[config.mk]
export PLATFORM = sky130hd
export DESIGN_NAME = ternary_systolic_tile
export DESIGN_NICKNAME = d
export VERILOG_FILES = /design/src/rtl/ternary_pkg.sv /design/src/rtl/ternary_pe.sv /design/src/rtl/ternary_systolic_tile.sv
export SDC_FILE = /design/constraint.sdc
export NUM_CORES = 2
export LEC_CHECK = 0
export CORE_MARGIN = 2
export CORE_UTILIZATION = 30
export DETAILED_ROUTE_END_ITERATION = 10
export SETUP_SLACK_MARGIN = 0.15
export SLEW_MARGIN = 30
export SYNTH_ARGS = -nofsm -noshare
export SYNTH_HDL_FRONTEND = slang
export SYNTH_SLANG_ARGS = --single-unit
export TNS_END_PERCENT = 50
[constraint.sdc]
create_clock -name clock -period 6.47 [get_ports clock]
set_input_delay 0.647 -clock clock [delete_from_list [all_inputs] [get_ports clock]]
set_output_delay 0.647 -clock clock [all_outputs]
set_load 0.02 [all_outputs]
[src/rtl/ternary_pkg.sv]
// Shared encodings, FSM states and the ternary select/negate decode for the
// ternary systolic tile.
package ternary_pkg;

  localparam logic [1:0] W_ZERO = 2'b00;
  localparam logic [1:0] W_POS  = 2'b01;
  localparam logic [1:0] W_NEG  = 2'b11;
  localparam logic [1:0] W_RSV  = 2'b10;

  typedef enum logic [1:0] {
    IDLE   = 2'd0,
    STREAM = 2'd1,
    FLUSH  = 2'd2,
    DRAIN  = 2'd3
  } tile_state_t;

  typedef struct packed {
    logic sel;  // pass the activation through
    logic neg;  // negate it
  } tern_op_t;

  // The reserved code behaves exactly like zero.
  function automatic tern_op_t ternary_decode(input logic [1:0] w);
    tern_op_t op;
    op.sel = 1'b0;
    op.neg = 1'b0;
    case (w)
      W_POS:          op.sel = 1'b1;
      W_NEG:          begin op.sel = 1'b1; op.neg = 1'b1; end
      W_ZERO, W_RSV:  op.sel = 1'b0;
      default:        op.sel = 1'b0;
    endcase
    return op;
  endfunction

endpackage

[src/rtl/ternary_pe.sv]
// One processing element: registered x/w/tag pass-through plus a ternary
// accumulator with optional saturation.
module ternary_pe
  import ternary_pkg::*;
#(
  parameter int XW   = 16,
  parameter int ACCW = 32
) (
  input  logic            clock,
  input  logic            rst,
  input  logic            clr_i,
  input  logic            sat_en_i,
  input  logic            v_i,
  input  logic [XW-1:0]   x_i,
  input  logic [1:0]      w_i,
  output logic [XW-1:0]   x_o,
  output logic [1:0]      w_o,
  output logic            v_o,
  output logic [ACCW-1:0] acc_o
);

  localparam logic [ACCW-1:0] ACC_MAX = {1'b0, {(ACCW-1){1'b1}}};
  localparam logic [ACCW-1:0] ACC_MIN = {1'b1, {(ACCW-1){1'b0}}};

  tern_op_t        op;
  logic [ACCW:0]   x_ext;
  logic [ACCW:0]   prod;
  logic [ACCW:0]   sum;
  logic [ACCW-1:0] acc_q;
  logic [ACCW-1:0] acc_d;

  // One guard bit keeps -(-2^(XW-1)) and every acc+prod exact, so overflow
  // is simply the top two sum bits disagreeing.
  always_comb begin
    op    = ternary_decode(w_i);
    x_ext = {{(ACCW+1-XW){x_i[XW-1]}}, x_i};
    prod  = '0;
    if (op.sel) begin
      prod = op.neg ? -x_ext : x_ext;
    end
    sum   = {acc_q[ACCW-1], acc_q} + prod;
    acc_d = acc_q;
    if (clr_i) begin
      acc_d = '0;
    end else if (v_i) begin
      if (sat_en_i && (sum[ACCW] != sum[ACCW-1])) begin
        acc_d = sum[ACCW] ? ACC_MIN : ACC_MAX;
      end else begin
        acc_d = sum[ACCW-1:0];
      end
    end
  end

  always_ff @(posedge clock) begin
    if (rst) begin
      x_o   <= '0;
      w_o   <= '0;
      v_o   <= 1'b0;
      acc_q <= '0;
    end else begin
      x_o   <= x_i;
      w_o   <= w_i;
      v_o   <= v_i;
      acc_q <= acc_d;
    end
  end

  assign acc_o = acc_q;

endmodule

[src/rtl/ternary_systolic_tile.sv]
// Output-stationary ROWS x COLS ternary systolic tile: skewed input streaming,
// tile-length control, flush and a row-serial valid/ready result drain.
module ternary_systolic_tile
  import ternary_pkg::*;
#(
  parameter int ROWS = 4,
  parameter int COLS = 4,
  parameter int XW   = 16,
  parameter int ACCW = 32,
  parameter int KW   = 8,
  localparam int IDXW = (ROWS > 1) ? $clog2(ROWS) : 1
) (
  input  logic                 clock,
  input  logic                 rst,
  input  logic                 start,
  input  logic [KW-1:0]        k_len,
  input  logic                 sat_en,
  input  logic                 x_valid,
  output logic                 x_ready,
  input  logic [COLS*XW-1:0]   x_data,
  input  logic [ROWS*2-1:0]    w_data,
  output logic                 y_valid,
  input  logic                 y_ready,
  output logic [COLS*ACCW-1:0] y_row,
  output logic [IDXW-1:0]      y_row_idx,
  output logic                 y_last,
  output logic                 busy
);

  localparam int FL_LEN = ROWS + COLS - 1;
  localparam int FLW    = $clog2(ROWS + COLS);

  tile_state_t     state_q, state_d;
  logic [KW-1:0]   k_len_q, k_len_d;
  logic [KW-1:0]   beat_q, beat_d;
  logic [FLW-1:0]  flush_q, flush_d;
  logic [IDXW-1:0] row_q, row_d;
  logic            sat_q, sat_d;
  logic            clr;
  logic            inj_v;
  logic            last_row;

  assign last_row = (row_q == IDXW'(ROWS - 1));

  always_comb begin
    state_d = state_q;
    k_len_d = k_len_q;
    beat_d  = beat_q;
    flush_d = flush_q;
    row_d   = row_q;
    sat_d   = sat_q;
    clr     = 1'b0;
    x_ready = 1'b0;
    y_valid = 1'b0;
    y_last  = 1'b0;
    busy    = (state_q != IDLE);
    case (state_q)
      IDLE: begin
        if (start) begin
          clr     = 1'b1;
          k_len_d = k_len;
          sat_d   = sat_en;
          beat_d  = '0;
          row_d   = '0;
          state_d = (k_len == '0) ? DRAIN : STREAM;
        end
      end
      STREAM: begin
        x_ready = 1'b1;
        if (x_valid) begin
          beat_d = beat_q + KW'(1);
          if (beat_q + KW'(1) == k_len_q) begin
            flush_d = '0;
            state_d = FLUSH;
          end
        end
      end
      FLUSH: begin
        if (flush_q == FLW'(FL_LEN - 1)) begin
          row_d   = '0;
          state_d = DRAIN;
        end else begin
          flush_d = flush_q + FLW'(1);
        end
      end
      DRAIN: begin
        y_valid = 1'b1;
        y_last  = last_row;
        if (y_ready) begin
          if (last_row) begin
            row_d   = '0;
            state_d = IDLE;
          end else begin
            row_d = row_q + IDXW'(1);
          end
        end
      end
      default: state_d = IDLE;
    endcase
  end

  always_ff @(posedge clock) begin
    if (rst) begin
      state_q <= IDLE;
      k_len_q <= '0;
      beat_q  <= '0;
      flush_q <= '0;
      row_q   <= '0;
      sat_q   <= 1'b0;
    end else begin
      state_q <= state_d;
      k_len_q <= k_len_d;
      beat_q  <= beat_d;
      flush_q <= flush_d;
      row_q   <= row_d;
      sat_q   <= sat_d;
    end
  end

  assign inj_v = x_valid & x_ready;

  logic [XW-1:0] x_top  [COLS];
  logic [1:0]    w_left [ROWS];
  logic          v_left [ROWS];

  // Column j activations enter j cycles late so they meet their weight.
  genvar gi, gj;
  generate
    for (gi = 0; gi < COLS; gi++) begin : g_xskew
      if (gi == 0) begin : g_direct
        assign x_top[gi] = x_data[XW-1:0];
      end else begin : g_delay
        logic [XW-1:0] dly_q [gi];
        always_ff @(posedge clock) begin
          if (rst) begin
            for (int k = 0; k < gi; k++) dly_q[k] <= '0;
          end else begin
            dly_q[0] <= x_data[gi*XW +: XW];
            for (int k = 1; k < gi; k++) dly_q[k] <= dly_q[k-1];
          end
        end
        assign x_top[gi] = dly_q[gi-1];
      end
    end

    // The valid tag rides alongside the weight lane of each row.
    for (gi = 0; gi < ROWS; gi++) begin : g_wskew
      if (gi == 0) begin : g_direct
        assign w_left[gi] = w_data[1:0];
        assign v_left[gi] = inj_v;
      end else begin : g_delay
        logic [2:0] dly_q [gi];
        always_ff @(posedge clock) begin
          if (rst) begin
            for (int k = 0; k < gi; k++) dly_q[k] <= '0;
          end else begin
            dly_q[0] <= {inj_v, w_data[gi*2 +: 2]};
            for (int k = 1; k < gi; k++) dly_q[k] <= dly_q[k-1];
          end
        end
        assign w_left[gi] = dly_q[gi-1][1:0];
        assign v_left[gi] = dly_q[gi-1][2];
      end
    end
  endgenerate

  logic [XW-1:0]   x_pe   [ROWS][COLS];
  logic [1:0]      w_pe   [ROWS][COLS];
  logic            v_pe   [ROWS][COLS];
  logic [ACCW-1:0] acc_pe [ROWS][COLS];

  generate
    for (gi = 0; gi < ROWS; gi++) begin : g_row
      for (gj = 0; gj < COLS; gj++) begin : g_col
        logic [XW-1:0] x_in;
        logic [1:0]    w_in;
        logic          v_in;
        if (gi == 0) begin : g_xt
          assign x_in = x_top[gj];
        end else begin : g_xn
          assign x_in = x_pe[gi-1][gj];
        end
        if (gj == 0) begin : g_wl
          assign w_in = w_left[gi];
          assign v_in = v_left[gi];
        end else begin : g_wn
          assign w_in = w_pe[gi][gj-1];
          assign v_in = v_pe[gi][gj-1];
        end
        ternary_pe #(
          .XW   (XW),
          .ACCW (ACCW)
        ) u_pe (
          .clock    (clock),
          .rst      (rst),
          .clr_i    (clr),
          .sat_en_i (sat_q),
          .v_i      (v_in),
          .x_i      (x_in),
          .w_i      (w_in),
          .x_o      (x_pe[gi][gj]),
          .w_o      (w_pe[gi][gj]),
          .v_o      (v_pe[gi][gj]),
          .acc_o    (acc_pe[gi][gj])
        );
      end
    end

    for (gj = 0; gj < COLS; gj++) begin : g_yrow
      assign y_row[gj*ACCW +: ACCW] = (state_q == DRAIN) ? acc_pe[row_q][gj] : '0;
    end
  endgenerate

  assign y_row_idx = row_q;

endmodule

==> flow_metrics.py <==
metrics = {
    "setup_path": {
        "crit_chain": "inv_1 -> ha_1 -> nand2_1 -> or3_1 -> or2_2 -> nand2b_1 -> or3_1 -> ha_1 -> a21oi_1 -> ha_1 -> nand4_1 -> o311ai_1 -> o221ai_1 -> a31o_2 -> o211ai_1 -> nand4_1 -> nand2_1 -> a211oi_1",
        "crit_arrival_ns": 6.58,
        "timing.rr.end": "g_row[2].g_col[0].u_pe.acc_o[30]$_SDFFE_PP0P_",
        "regToRegStartpoint": "g_row[1].g_col[0].u_pe.x_o[0]$_SDFF_PP0_",
        "cp-end-kind": "flip-flop",
        "cp_common_cell": "ha_1",
        "crit_slowest_cell": "o311ai_1",
        "regToRegSetupSlack_ns": 0.48,
        "r2r_cells": 18,
        "worstPathMaxFanout": 12,
        "critPathKind": "reg -> reg",
        "required_ns": 7.06,
        "start_kind": "flip-flop",
        "critPathMaxStageDelay_ns": 0.68,
    },
    "timing": {
        "worst_slack_ns": 0.4772,
        "drv_slew": 0,
        "fmax_mhz": 166.9,
        "grt_setup_unrepaired": "no",
        "period_share_pct": 92.62,
        "finalHoldViolations": 0,
        "hold_slack_ns": 0.3445,
        "tightest_slew_ns": 0.9909,
        "fin_worst_skew_ns": 0.06146,
        "slew_headroom_pct": 33.85,
        "tns_ns": 0,
        "fin_crit_ns": 5.993,
        "setup_viol": 0,
    },
    "route": {
        "wl_mm": 246.2,
        "drt_iter0_markers": 5762,
        "viasPerCell": 5.483,
        "drtAntennaViolNets": 0,
        "dr.pass1.iters": 8,
        "route.detailed.drc": 0,
        "routedWlPerCell_um": 20.73,
        "vias": 65110,
    },
    "floorplan": {
        "die_h_um": 485.0,
        "die_area_sq_mm": 0.2352,
        "rows": 176,
        "start_util_pct": 30.16,
        "io_pins": 220,
        "design.core.area_sq_mm": 0.2301,
        "die_w_um": 485.0,
    },
    "outcome": {
        "status": "completed",
    },
    "synthesis": {
        "yosys.area.top_type": "dfxtp_1",
        "yosys-top-cells-area": "dfxtp_1, ha_1, xnor2_1",
        "synth_edf_count": 0,
        "yosys_most_used_dff": "dfxtp_1",
        "synth.cell_area_sq_mm": 0.06941,
        "syn_area_per_cell_sq_um": 7.926,
        "synth_cell_types": 111,
        "synth.net_count": 9429,
        "netlist_instances": 8758,
        "ys_async_sr_fraction_pct": 0,
        "seq_area_frac_synth_pct": 24.98,
        "synth_top_cell_area_share_pct": 24.98,
        "ys_warn_count": 0,
        "ys_ff_latch": 866,
    },
    "cts": {
        "clockBufferDepth": 3,
        "cts.clk_slew.worst_paths_ns": 0.06,
        "cts_tree": "done",
        "clock_sinks": 866,
        "h-tree-depth": 3,
        "numCtsBuffers": 103,
        "cts-root-buf": "clkbuf_16",
        "clock_latency_ns": 0.76,
        "cts_setup_buffers": 0,
    },
    "cells_and_area": {
        "design_area_sq_mm": 0.07853,
        "nets": 9417,
        "drive_gt1_share_pct": 6.544,
        "finalNonFillerCells": 11870,
        "final_core_util_pct": 34.12,
        "area_growth_pct": 13.13,
    },
    "grt": {
        "grt_usage_pct": 20.02,
        "grt_pass1_vias": 61460,
        "grt_max_degree": 92,
        "antenna_found_initial": 31,
        "grt_pass1_wl_mm": 371.2,
        "grt.overflow.total": 0,
    },
    "placed_design": {
        "gp_congestion": 0.9594,
        "io_buffer_count": 219,
        "dp_slack_ns": 0.4686,
        "placed_area_sq_mm": 0.07472,
        "hpwl_mm": 192.2,
        "dp_cells": 11670,
    },
    "hold_path": {
        "hold_class": "in -> reg",
        "min_to": "beat_q[6]$_SDFFE_PP0P_",
        "holdCritStartpoint": "rst",
        "whs_path_depth": 2,
    },
    "power_and_ir_drop": {
        "power_mw": 14.46,
        "cellPowerDensity_mw_per_mm2": 184.2,
        "leakage_nw": 32.39,
        "ir_drop_uv": 181.8,
    },
    "job": {
        "maxCapViolations": 0,
    },
}
-- worst max-delay path, delay by kind of cell, from the launching register on --
| family | cells | cell delay, ns |
|---|---|---|
| fa+ha+maj | 3 | 1.04 |
| simple gates | 8 | 2.53 |
| flops | 1 | 0.35 |
| compound gates | 6 | 1.78 |
| buf+inv | 1 | 0.09 |
-- metal layers --
metal / routed length, um / track usage (%) / vias up / share of wire [%]
met5: 12 / 0 / - / 0.0049
met4: 8338 / 6.830 / 2 / 3.4
met3: 13980 / 2.088 / 319 / 5.7
met2: 110100 / 32.24 / 2073 / 45
met1: 113700 / 27.73 / 31150 / 46
li1: - / - / 31560 / -
-- cells in the mapped netlist (all sizes together), types with 19 or more instances --
| library cell | instances |
|---|---|
| a2111oi | 22 |
| a211o | 23 |
| a211oi | 146 |
| a21boi | 29 |
| a21o | 275 |
| a21oi | 745 |
| a221oi | 19 |
| a311oi | 89 |
| a31oi | 74 |
| and2 | 399 |
| and3 | 156 |
| buf | 72 |
| clkbuf | 388 |
| dfxtp | 866 |
| ha | 569 |
| inv | 257 |
| mux4 | 128 |
| nand2 | 744 |
| nand2b | 91 |
| nand3 | 137 |
| nand4 | 78 |
| nor2 | 676 |
| nor2b | 370 |
| nor3 | 105 |
| nor4 | 25 |
| o211ai | 64 |
| o21a | 190 |
| o21ai | 717 |
| o21bai | 78 |
| o31ai | 95 |
| o41ai | 37 |
| or2 | 42 |
| or3 | 64 |
| or4 | 30 |
| xnor2 | 495 |
| xor2 | 199 |
-- kinds of logic after synthesis --
logic type,Yosys count,share of synthesized area (%)
and+or+nand+nor,2968,21.45
AOI/OAI and AO/OA,2782,25.66
DFF,866,24.98
buffers and inverters,718,3.991
xor gates and xnor gates,694,8.789
adders and majority gates,585,10.72
muxes,145,4.413
-- final cells by class --
cell class | count | area (sq um)
sequential | 866 | 17360
clock inverter | 59 | 904.6
inverter | 258 | 968.4
clock buffer | 133 | 2853
antenna | 15 | 37.54
multi-input combinational | 7174 | 49420
fill | 23950 | 151600
timing repair buffer | 343 | 3196
tap | 3026 | 3786
-- repair_timing --
| action | 4_1_cts | 5_1_grt |
|---|---|---|
| endpoints found under the setup margin | 0 | 3 |
| hold buffers | 0 | 0 |
| hold endpoints to repair | 0 | 0 |
| gates resized for setup | 0 | 1 |
-- layout by cell type, fill, tap and decap left out, types with 34 or more instances in the layout --
cell type	instances
a211oi_1	137
a21o_1	275
a21oi_1	738
a311oi_1	88
a31oi_1	74
and2_1	397
and3_1	156
buf_4	118
clkbuf_16	105
clkdlybuf4s50_1	218
dfxtp_1	857
ha_1	568
inv_1	257
mux4_2	128
nand2_1	743
nand2b_1	90
nand3_1	136
nand4_1	78
nor2_1	666
nor2b_1	370
nor3_1	101
o211ai_1	63
o21a_1	190
o21ai_0	674
o21ai_1	40
o21bai_1	76
o31ai_1	91
o41ai_1	34
or2_2	42
or3_1	64
xnor2_1	492
xor2_1	196
-- state kept, by name, summed over array words and instances, names as in the netlist --
register and cells:
g_row.g_col.u_pe.acc_o 512, beat_q 8, k_len_q 8, g_row.g_col.u_pe.w_o 24, y_row_idx 2, g_xskew.g_delay.dly_q 96, g_row.g_col.u_pe.x_o 192, g_wskew.g_delay.dly_q 14
flush_q 3, state_q 2, g_row.g_col.u_pe.v_o 4, sat_q 1
-- how the worst max path moves through the flow --
stage                                             start                                            end  slack (ns)  cells past startpoint
3_5_place_dp                                  x_data[2]  g_row[0].g_col[0].u_pe.acc_o[19]$_SDFFE_PP0P_        0.47                     19
5_1_grt        g_row[1].g_col[0].u_pe.x_o[0]$_SDFF_PP0_  g_row[2].g_col[0].u_pe.acc_o[26]$_SDFFE_PP0P_        0.15                     18
3_3_place_gp                                  x_data[0]  g_row[0].g_col[0].u_pe.acc_o[29]$_SDFFE_PP0P_        0.45                     20
4_1_cts        g_row[1].g_col[0].u_pe.x_o[0]$_SDFF_PP0_  g_row[2].g_col[0].u_pe.acc_o[13]$_SDFFE_PP0P_        0.56                     18
2_1_floorplan                                 x_data[1]   g_row[0].g_col[0].u_pe.acc_o[0]$_SDFFE_PP0P_        1.09                     20
6_report       g_row[1].g_col[0].u_pe.x_o[0]$_SDFF_PP0_  g_row[2].g_col[0].u_pe.acc_o[30]$_SDFFE_PP0P_        0.48                     18
-- power breakdown --
group | leakage (nW) | total, mW | switching, mW | internal [mW]
clock network | 1.80 | 6.50 | 2.64 | 3.86
logic | 23.6 | 2.20 | 1.45 | 0.759
registers | 7.03 | 5.76 | 0.265 | 5.49
Note: power is estimated with default switching activity, not from simulation.
